<file path="src/rtl/ones_comp_checksum.sv">
// ones_comp_checksum: streaming ones'-complement sum with end-around carry fold.
// Define CHECKSUM_INVERT_EN to emit the complemented (Internet-checksum style) result.
module ones_comp_checksum #(
    parameter int WIDTH = 16,
    parameter int CNT_W = 8
) (
    input  logic             clk,
    input  logic             reset,
    input  logic             start,
    input  logic             in_valid,
    output logic             in_ready,
    input  logic [WIDTH-1:0] data_in,
    input  logic             last,
    output logic [WIDTH-1:0] sum_out,
    output logic             sum_valid,
    output logic             busy,
    output logic [CNT_W-1:0] word_cnt,
    output logic             cnt_ovf
);
    typedef enum logic [1:0] {IDLE, ACCUM, FOLD, DONE} state_t;
    state_t state, state_nxt;
    logic [WIDTH-1:0] acc, opnd, result;
    logic c, xfer;
    logic [WIDTH:0] add_sum;
    assign xfer = in_valid && in_ready;
    // The same adder serves transfers (acc + word + c) and folds (acc + c).
    assign opnd = (state == ACCUM) ? data_in : '0;
    assign add_sum = {1'b0, acc} + {1'b0, opnd} + {{WIDTH{1'b0}}, c};
`ifdef CHECKSUM_INVERT_EN
    assign result = ~acc;
`else
    assign result = acc;
`endif
    always_comb begin
        state_nxt = state;
        in_ready = (state == ACCUM);
        busy = (state == ACCUM) || (state == FOLD);
        case (state)
            IDLE:    state_nxt = start ? ACCUM : IDLE;
            ACCUM:   state_nxt = (xfer && last) ? FOLD : ACCUM;
            FOLD:    state_nxt = add_sum[WIDTH] ? FOLD : DONE;
            default: state_nxt = IDLE;
        endcase
    end
    always_ff @(posedge clk) begin
        if (reset) begin
            state <= IDLE;
            acc <= '0;
            c <= 1'b0;
            sum_out <= '0;
            sum_valid <= 1'b0;
            word_cnt <= '0;
            cnt_ovf <= 1'b0;
        end else begin
            state <= state_nxt;
            sum_valid <= (state == DONE);
            if (state == IDLE && start) begin
                acc <= '0;
                c <= 1'b0;
                word_cnt <= '0;
                cnt_ovf <= 1'b0;
            end
            if (xfer || state == FOLD)
                {c, acc} <= add_sum;
            if (xfer) begin
                if (&word_cnt)
                    cnt_ovf <= 1'b1;
                else
                    word_cnt <= word_cnt + 1'b1;
            end
            if (state == DONE)
                sum_out <= result;
        end
    end
endmodule

</file>
<file path="config.mk">
export PLATFORM = sky130hd
export DESIGN_NAME = ones_comp_checksum
export DESIGN_NICKNAME = d
export VERILOG_FILES = /design/src/rtl/ones_comp_checksum.sv
export SDC_FILE = /design/constraint.sdc
export NUM_CORES = 1
export LEC_CHECK = 0
export ABC_AREA = 1
export CAP_MARGIN = 40
export CORE_ASPECT_RATIO = 0.6
export CORE_UTILIZATION = 45
export DETAILED_ROUTE_END_ITERATION = 16
export PLACE_DENSITY = 0.72
export SETUP_SLACK_MARGIN = 0.05
export SLEW_MARGIN = 20
export SYNTH_ARGS = -nofsm -noshare
export SYNTH_HDL_FRONTEND = slang
export SYNTH_SLANG_ARGS = --single-unit
</file>
<file path="constraint.sdc">
create_clock -name clk -period 2.45 [get_ports clk]
set_input_delay 0.3675 -clock clk [delete_from_list [all_inputs] [get_ports clk]]
set_output_delay 0.3675 -clock clk [all_outputs]
set_load 0.01 [all_outputs]
</file>
# == Word level (Yosys, flattened, before mapping) ==
# Index checks and enable logic that the tools add are counted.
# word_totals
output_inout_bits,28
register_bits,45
in_bits,21
# classes
mux,15
reduce_logical,8
eq_ne,3
addsub,3
# op_table
operator,count
$mux 16,3
$mux 8,3
$add 16x16->17,1
$add 17x1->17,1
$add 8x1->8 const B,1
$reduce_and 8->1,1
$mux 1,7
$pmux 2 s3,1
$eq 2x2->1 const B,2
$logic_and 1x1->1,3
$eq 2x1->1 const B,1
$logic_not 2->1,1
$logic_or 1x1->1,2
$mux 2,1
$reduce_bool 2->1,1

# == Logic depth before layout (Yosys ltp) ==
# Gate-level depths: netlist of the first run.
# logic_depth
ltp_word,6
mapped_depth,18
depth_no_buf,16

# == Least setup slack after synthesis of the first run ==
# Ideal clock, no wire load.
# synth_timing
path_kind,register -> register
start,register state[1]
end,register c
stages_incl_launch_ff,17
path_slack_ps,-222
arrival_ps,2601
period_less_slack_ps,2672
t_required_ps,2380
path_cell_list,dfxtp_1 inv_1 ha_1 buf_6 clkbuf_1 nand2_1 fa_1 fa_1 inv_1 nand3_1 nand3_1 nand2_1 nand3_1 nand3_1 nand2_1 nand2_1 a21oi_1
# synth_between
elab_chain_len,5
elab_cells_between_ends,11
cone_classes,2 x add/sub; 2 x eq/ne; 2 x mux; 5 x reduce/logical
# synth_rtl
item,line,source
start: declaration,21,"state_t state, state_nxt;"
start signal: assignment,55,state <= state_nxt;
$eq 2x1->1 (*),36,in_ready = (state == ACCUM);
net in_ready,11,"output logic in_ready,"
$mux 16,27,assign opnd = (state == ACCUM) ? data_in : '0;
$add 16x16->17,28,"assign add_sum = {1'b0, acc} + {1'b0, opnd} + {{WIDTH{1'b0}}, c};"
$add 17x1->17,28,
$mux 1,63,if (xfer || state == FOLD)
end signal: assignment,64,"{c, acc} <= add_sum;"
end: declaration,23,"logic c, xfer;"
# The timed path passes the listed nets; every way through them passes the cells marked *.
# A chain may end at the register's enable or synchronous reset.

# == Worst setup path after layout of the first run ==
# layout_timing
start,register state[1]
end,register acc[11]
# layout_between
elab_chain_len,5
elab_cells_between_ends,11
cone_classes,2 x add/sub; 2 x eq/ne; 2 x mux; 5 x reduce/logical
# layout_rtl
item,line,source
$eq 2x1->1,"27, 36",
$mux 16,27,
$add 16x16->17,28,
$add 17x1->17,28,
$mux 16,63,
end signal: assignment,64,
end: declaration,22,"logic [WIDTH-1:0] acc, opnd, result;"
# Parallel ways exist; a longest one is shown, timed or not.

==> impl_metrics.yaml, run 1 <==
pwr:
  power.net_switching_uw: 462.3
  ir_drop_v: 0.0002894
  seq_power_share_pct: 46.6
  power_per_cell_area_nw_per_um2: 452.3
  p_sw_share_pct: 28.03
  clkPwrFrac_pct: 33.7
  leakagePower_nw: 1.862
  p_int_mw: 1.187
  p_comb_share_pct: 19.8
timing:
  setup_ws_ps: 197.0
  setup_viol: 0
  post-route-period-util_pct: 91.96
  fmax_mhz: 443.8
  maxSlewViolCount: 0
  tightest_slew_ps: 643.6
  max_slew_margin_pct: 57.05
  rsz0062_at_grt: "yes"
  period_minus_slack_ps: 2253
  hold_viol: 0
  skew_ps: 6.091
  holdWs_ps: 474.7
worst_setup_path:
  arrival_ps: 2480
  cp.required_ps: 2670
  cp_max_fo: 7
  cp-start-kind: "flop"
  cp-end-kind: "flop"
  critPathKind: "reg2reg"
grt:
  track_usage_pct: 22.91
  antenna_found_initial: 0
  grt_pass1_vias: 2687
  grt_max_degree: 26
  grt_pass1_wl_mm: 12.43
  overflow: 0
die:
  start_util_pct: 47.17
  die_area_um2: 6829
  fp-row-count: 22
  io_pins: 49
  die_w_um: 106.0
  die_height_um: 64.42
  core_um2: 6193
place:
  hpwl_mm: 5.810
  dp.cells: 593
  gp_congestion: 0.8276
  dpl_cell_area_um2: 3501
  port_buffers: 48
  place_ws_ps: -118.6
cells_and_area:
  multi_input_area_um2: 1698
  layout.cells.most_common: "nand2_1"
  fin_cells: 601
  layout_common_cells: "138 x nand2_1, 76 x inv_1, 49 x nor2_1, 48 x clkdlybuf4s50_1, 43 x dfxtp_1"
  fin_area_um2: 3647
  n_antenna_cell: 0
  drive_gt1_share_pct: 7.737
  area_delta_synth_final_pct: 24.84
  final_nets: 561
  ff_latch_area_um2: 903.4
  fillers: 623
clocking:
  clk_pin_slew_worst_paths_ps: 90
  cts_tree: "built"
  clockBufferDepth: 2
  clock-sinks: 45
  clockRootBuffer: "clkbuf_8"
  numCtsBuffers: 5
  ctsHoldBuffers: 0
  htreeDepth: 2
  clock_latency_ps: 290
outcome:
  status: "completed"
detailed_routing:
  drt_iter0_markers: 144
  viasPerCell: 4.955
  wl_per_cell_um: 12.62
  dr.pass1.iters: 4
  antenna_left: 0
  vias: 2978
  drc: 0
  finalWirelength_mm: 7.587
synth:
  ys_ff_latch: 45
  synth.avg_cell_area_um2: 6.269
  yosysSeqAreaShare_pct: 30.84
  synth_top_area_share_pct: 30.84
  synthCells: 466
  ys_warn_count: 0
  synth_area_leaders: "dfxtp_1 31%, nand2_1 18%, inv_1 10%"
  synth_area_leader_cell: "dfxtp_1"
  yosys.cell_types.count: 27
  syn_nets: 510
  netlist_area_um2: 2922
worst_hold_path:
  hp-class: "reg2reg"
run:
  maxCapViolCount: 0
flip-flops by register name (all words and copies together) (netlist names):
signal,flops
acc,16
sum_out,16
word_cnt,8
state,2
c,1
cnt_ovf,1
sum_valid,1
path summary, 6_finish.rpt:
| kind | startpoint | end | slack (ps) | cells past startpoint |
|---|---|---|---|---|
| hold reg to reg | acc[0]$_SDFFE_PP0P_ | acc[0]$_SDFFE_PP0P_ | 470 | 2 |
| setup / recovery | state[1]$_SDFF_PP0_ | acc[11]$_SDFFE_PP0P_ | 200 | 16 |
| setup reg to reg | state[1]$_SDFF_PP0_ | acc[11]$_SDFFE_PP0P_ | 200 | 16 |
| hold / removal | acc[0]$_SDFFE_PP0P_ | acc[0]$_SDFFE_PP0P_ | 470 | 2 |
worst max-delay path: stages, from the launching register on:
cell,delay (ps)
dfxtp_2,370
inv_2,70
ha_4,180
buf_4,150
nand2_1,60
inv_1,40
ha_1,380
nand2_1,80
nand2_1,80
inv_1,40
nand2_1,100
nand2_1,70
nand2_1,160
nand2_1,100
nand3_1,80
nand3_1,80
a21oi_1,160
routing by layer:
metal / wire length [um] / global-route usage (%) / share of wire (%) / vias to the layer above
met3: 383 / 4.326 / 5.0 / 2
met2: 3271 / 36.85 / 43 / 76
met1: 3913 / 33.00 / 52 / 1343
met5: 0 / 0 / 0 / -
met4: 19 / 2.083 / 0.25 / 0
li1: - / - / - / 1557
layout make-up:
cell class              instances  share of cell area [%]
clock buffers                   5                   1.887
flip-flops and latches         45                   24.77
inverters                      79                   8.130
well taps                      84                   2.882
clock inverters                 2                  0.9605
multi-input cells             330                   46.55
repair buffers                 56                   14.82
power groups by stage:
| stage | registers, mW | logic (mW) | clock network, mW |
|---|---|---|---|
| after floorplan | 0.786 | 0.207 | 0 |
| after global placement | 0.785 | 0.313 | 0 |
| after detailed placement | 0.785 | 0.317 | 0 |
| after CTS | 0.768 | 0.320 | 0.569 |
| after global routing | 0.772 | 0.360 | 0.606 |
| final | 0.768 | 0.326 | 0.555 |
kinds of logic after synthesis:
group	count (synthesis)	synth area share (%)
XOR/XNOR	1	0.2998
flip-flops	45	30.83
AO/OA/AOI/OAI	66	11.48
AND/OR/NAND/NOR	240	34.39
adder cells (fa/ha/maj)	23	10.36
buffers and inverters	91	12.63
cell usage after synthesis (all sizes together):
cell type	number
nand4	2
a21boi	1
a211oi	1
buf	5
ha	21
fa	2
nand3	30
o21ai	28
nor4	1
xor2	1
dfxtp	45
nand2	141
a21oi	36
nor3	6
clkbuf	7
inv	79
or2	7
nor2	51
nand3b	2
per-stage QoR:
step | power, mW | util [%] | TNS, ps
floorplan | 0.9923 | - | 0
finish | 1.650 | 58.89 | 0
CTS | 1.657 | 58.34 | 0
detailed placement | 1.103 | 56.53 | -382.7
global route | 1.738 | 58.89 | 0
global placement | 1.098 | 56.53 | -64.03
what timing repair did:
item	CTS	global route
buffers inserted	0	1
resized for setup	2	10
cloned	0	0
pin swaps	0	1
setup endpoints to repair	2	11
Power figures use the tool's default switching activity.
==> inputs of run 2 (changes only) <==
CORE_MARGIN = 2   (was default)
HOLD_SLACK_MARGIN = 0.12   (was default)
==> run 2 against run 1 <==
Net effect:
- sequential power about the same
- sequential share of layout area shrank 0.085 points
- via count grew 0.24%
- largest power group unchanged
- register-to-register slack hardly changed
- cell count grew 0.50%
- clock power shrank 0.7%
- worst hold slack lost 8.3 ps
==> impl_metrics.yaml, run 2 (synthesis results as in run 1) <==
pwr:
  leakagePower_nw: 1.870
  power_per_cell_area_nw_per_um2: 450.9
  ir_drop_v: 0.0002225
worst_setup_path:
  critical_path.top_delay_family: "simple AND/OR/NAND/NOR gates"
  arrival_ps: 2450
  worstReg2RegStart: "state[1]$_SDFF_PP0_"
  cp_max_fo: 12
  cp_common_cell: "nand2_1"
  cp_num_buf_inv: 4
  slowest_delay_ps: 370
  cp_slowest_cell: "dfxtp_2"
  r2r.worst_path.cells: 14
  critPathKind: "reg2reg"
  path_cells: "inv_2 > ha_4 > buf_4 > nand2_1 > inv_1 > ha_1 > nand2_2 > inv_1 > a21oi_2 > nor3_1 > nor2_1 > nand2_1 > nand2_1 > a21oi_1"
  cp.required_ps: 2630
  cp-end-kind: "flop"
  reg2reg_to: "c$_SDFFE_PP0P_"
  rrSetupSlack_ps: 190
  cp-start-kind: "flop"
detailed_routing:
  drt_iter0_markers: 180
  finalWirelength_mm: 7.572
  drc: 0
  viasPerCell: 4.942
  vias: 2985
  dr.pass1.iters: 5
  wl_per_cell_um: 12.54
  antenna_left: 0
cells_and_area:
  area_delta_synth_final_pct: 25.27
  n_antenna_cell: 0
  reg_top3: "acc (16), sum_out (16), word_cnt (8)"
  drive_gt1_share_pct: 7.500
  layout_common_cells: "138 x nand2_1, 77 x inv_1, 49 x nor2_1, 48 x clkdlybuf4s50_1, 43 x dfxtp_1"
  layout.cells.most_common: "nand2_1"
  final_nets: 564
  fin_cells: 604
place:
  dp.cells: 593
  gp_congestion: 0.8788
  hpwl_mm: 5.757
  port_buffers: 48
  place_ws_ps: -87.92
worst_hold_path:
  hold_end: "acc[0]$_SDFFE_PP0P_"
  hp-class: "reg2reg"
  whs_path_depth: 2
  min_from: "acc[0]$_SDFFE_PP0P_"
timing:
  tightest_slew_ps: 656.5
  rsz0062_at_grt: "yes"
  skew_ps: 6.285
  fmax_mhz: 441.9
  post-route-period-util_pct: 92.37
  hold_viol: 0
  max_slew_margin_pct: 56.19
  period_minus_slack_ps: 2263
  maxSlewViolCount: 0
  setup_ws_ps: 186.8
  setup_viol: 0
clocking:
  clockRootBuffer: "clkbuf_8"
  htreeDepth: 2
  clockBufferDepth: 2
  clock_latency_ps: 300
  clk_pin_slew_worst_paths_ps: 90
  numCtsBuffers: 5
  cts_tree: "built"
  ctsHoldBuffers: 0
  clock-sinks: 45
die:
  fp-row-count: 22
  io_pins: 49
  die_w_um: 108.0
  die_height_um: 66.42
  core_um2: 6193
  start_util_pct: 47.17
  die_area_um2: 7174
grt:
  track_usage_pct: 22.35
  grtUsageMet1_pct: 32.54
  grt_max_degree: 26
  grt_pass1_wl_mm: 12.54
  antenna_found_initial: 0
  overflow: 0
  met3_usage_pct: 3.744
  grt_pass1_vias: 2716
  gr-usage-met2_pct: 34.51
  top_usage_layer: "met2"
run:
  maxCapViolCount: 0
outcome:
  status: "completed"
run 2: cell types whose count changed in the layout (fill, tap and decap cells not counted), sizes merged:
cell and delta:
buf +3
run 2: per-layer routing:
| metal | vias to the layer above | part of all wire [%] |
|---|---|---|
| met5 | - | 0 |
| met4 | 0 | 0.81 |
| met3 | 6 | 7.3 |
| met2 | 95 | 42 |
| met1 | 1330 | 50 |
| li1 | 1554 | - |
run 2: through the flow:
| stage | setup TNS (ps) | power, mW | utilization [%] | cell area, um2 | hold WS [ps] |
|---|---|---|---|---|---|
| finish | 0 | 1.650 | 59.09 | 3660 | 466.5 |
| global route | 0 | 1.731 | 59.09 | 3660 | 488.4 |
| CTS | 0 | 1.651 | 58.34 | 3613 | 468.2 |
| detailed placement | -239.0 | 1.103 | 56.53 | 3501 | 454.9 |
| global placement | -55.59 | 1.099 | 56.53 | 3501 | 450.9 |
| floorplan | 0 | 0.9923 | - | 2945 | 438.9 |
run 2: area by class of cell:
cell class / count / area, um2
Clock buffer: 5 / 68.82
Clock inverter: 2 / 35.03
Fill cell: 600 / 2534
Inverter: 79 / 296.5
Multi-Input combinational cell: 330 / 1688
Sequential cell: 45 / 903.4
Tap cell: 84 / 105.1
Timing Repair Buffer: 59 / 563.0
run 2: repair_timing:
action	4_1_cts	5_1_grt
setup buffers	0	4
pin swaps	0	0
resized for setup	2	6
setup endpoints to repair	1	11
cloned	0	0
run 2: how the worst max path moves through the flow:
stage | startpoint | to | slack, ps | cells after the start
5_1_grt | state[1]$_SDFF_PP0_ | acc[12]$_SDFFE_PP0P_ | 40 | 13
3_5_place_dp | data_in[0] | c$_SDFFE_PP0P_ | -90 | 13
4_1_cts | state[1]$_SDFF_PP0_ | c$_SDFFE_PP0P_ | 70 | 14
3_3_place_gp | data_in[0] | c$_SDFFE_PP0P_ | -30 | 13
6_report | state[1]$_SDFF_PP0_ | c$_SDFFE_PP0P_ | 190 | 14
2_1_floorplan | state[1]$_SDFF_PP0_ | c$_SDFFE_PP0P_ | 50 | 16
run 2: report_power, final:
part           total [mW]  internal, mW  switching (mW)
clock network       0.551         0.297           0.255
registers           0.768         0.751          0.0173
logic               0.331         0.142           0.188
run 2: worst reg2reg max path, stage by stage, from the launching register on:
cell	delay, ps
dfxtp_2	370
inv_2	60
ha_4	170
buf_4	180
nand2_1	90
inv_1	50
ha_1	350
nand2_2	150
inv_1	70
a21oi_2	190
nor3_1	70
nor2_1	180
nand2_1	90
nand2_1	70
a21oi_1	60
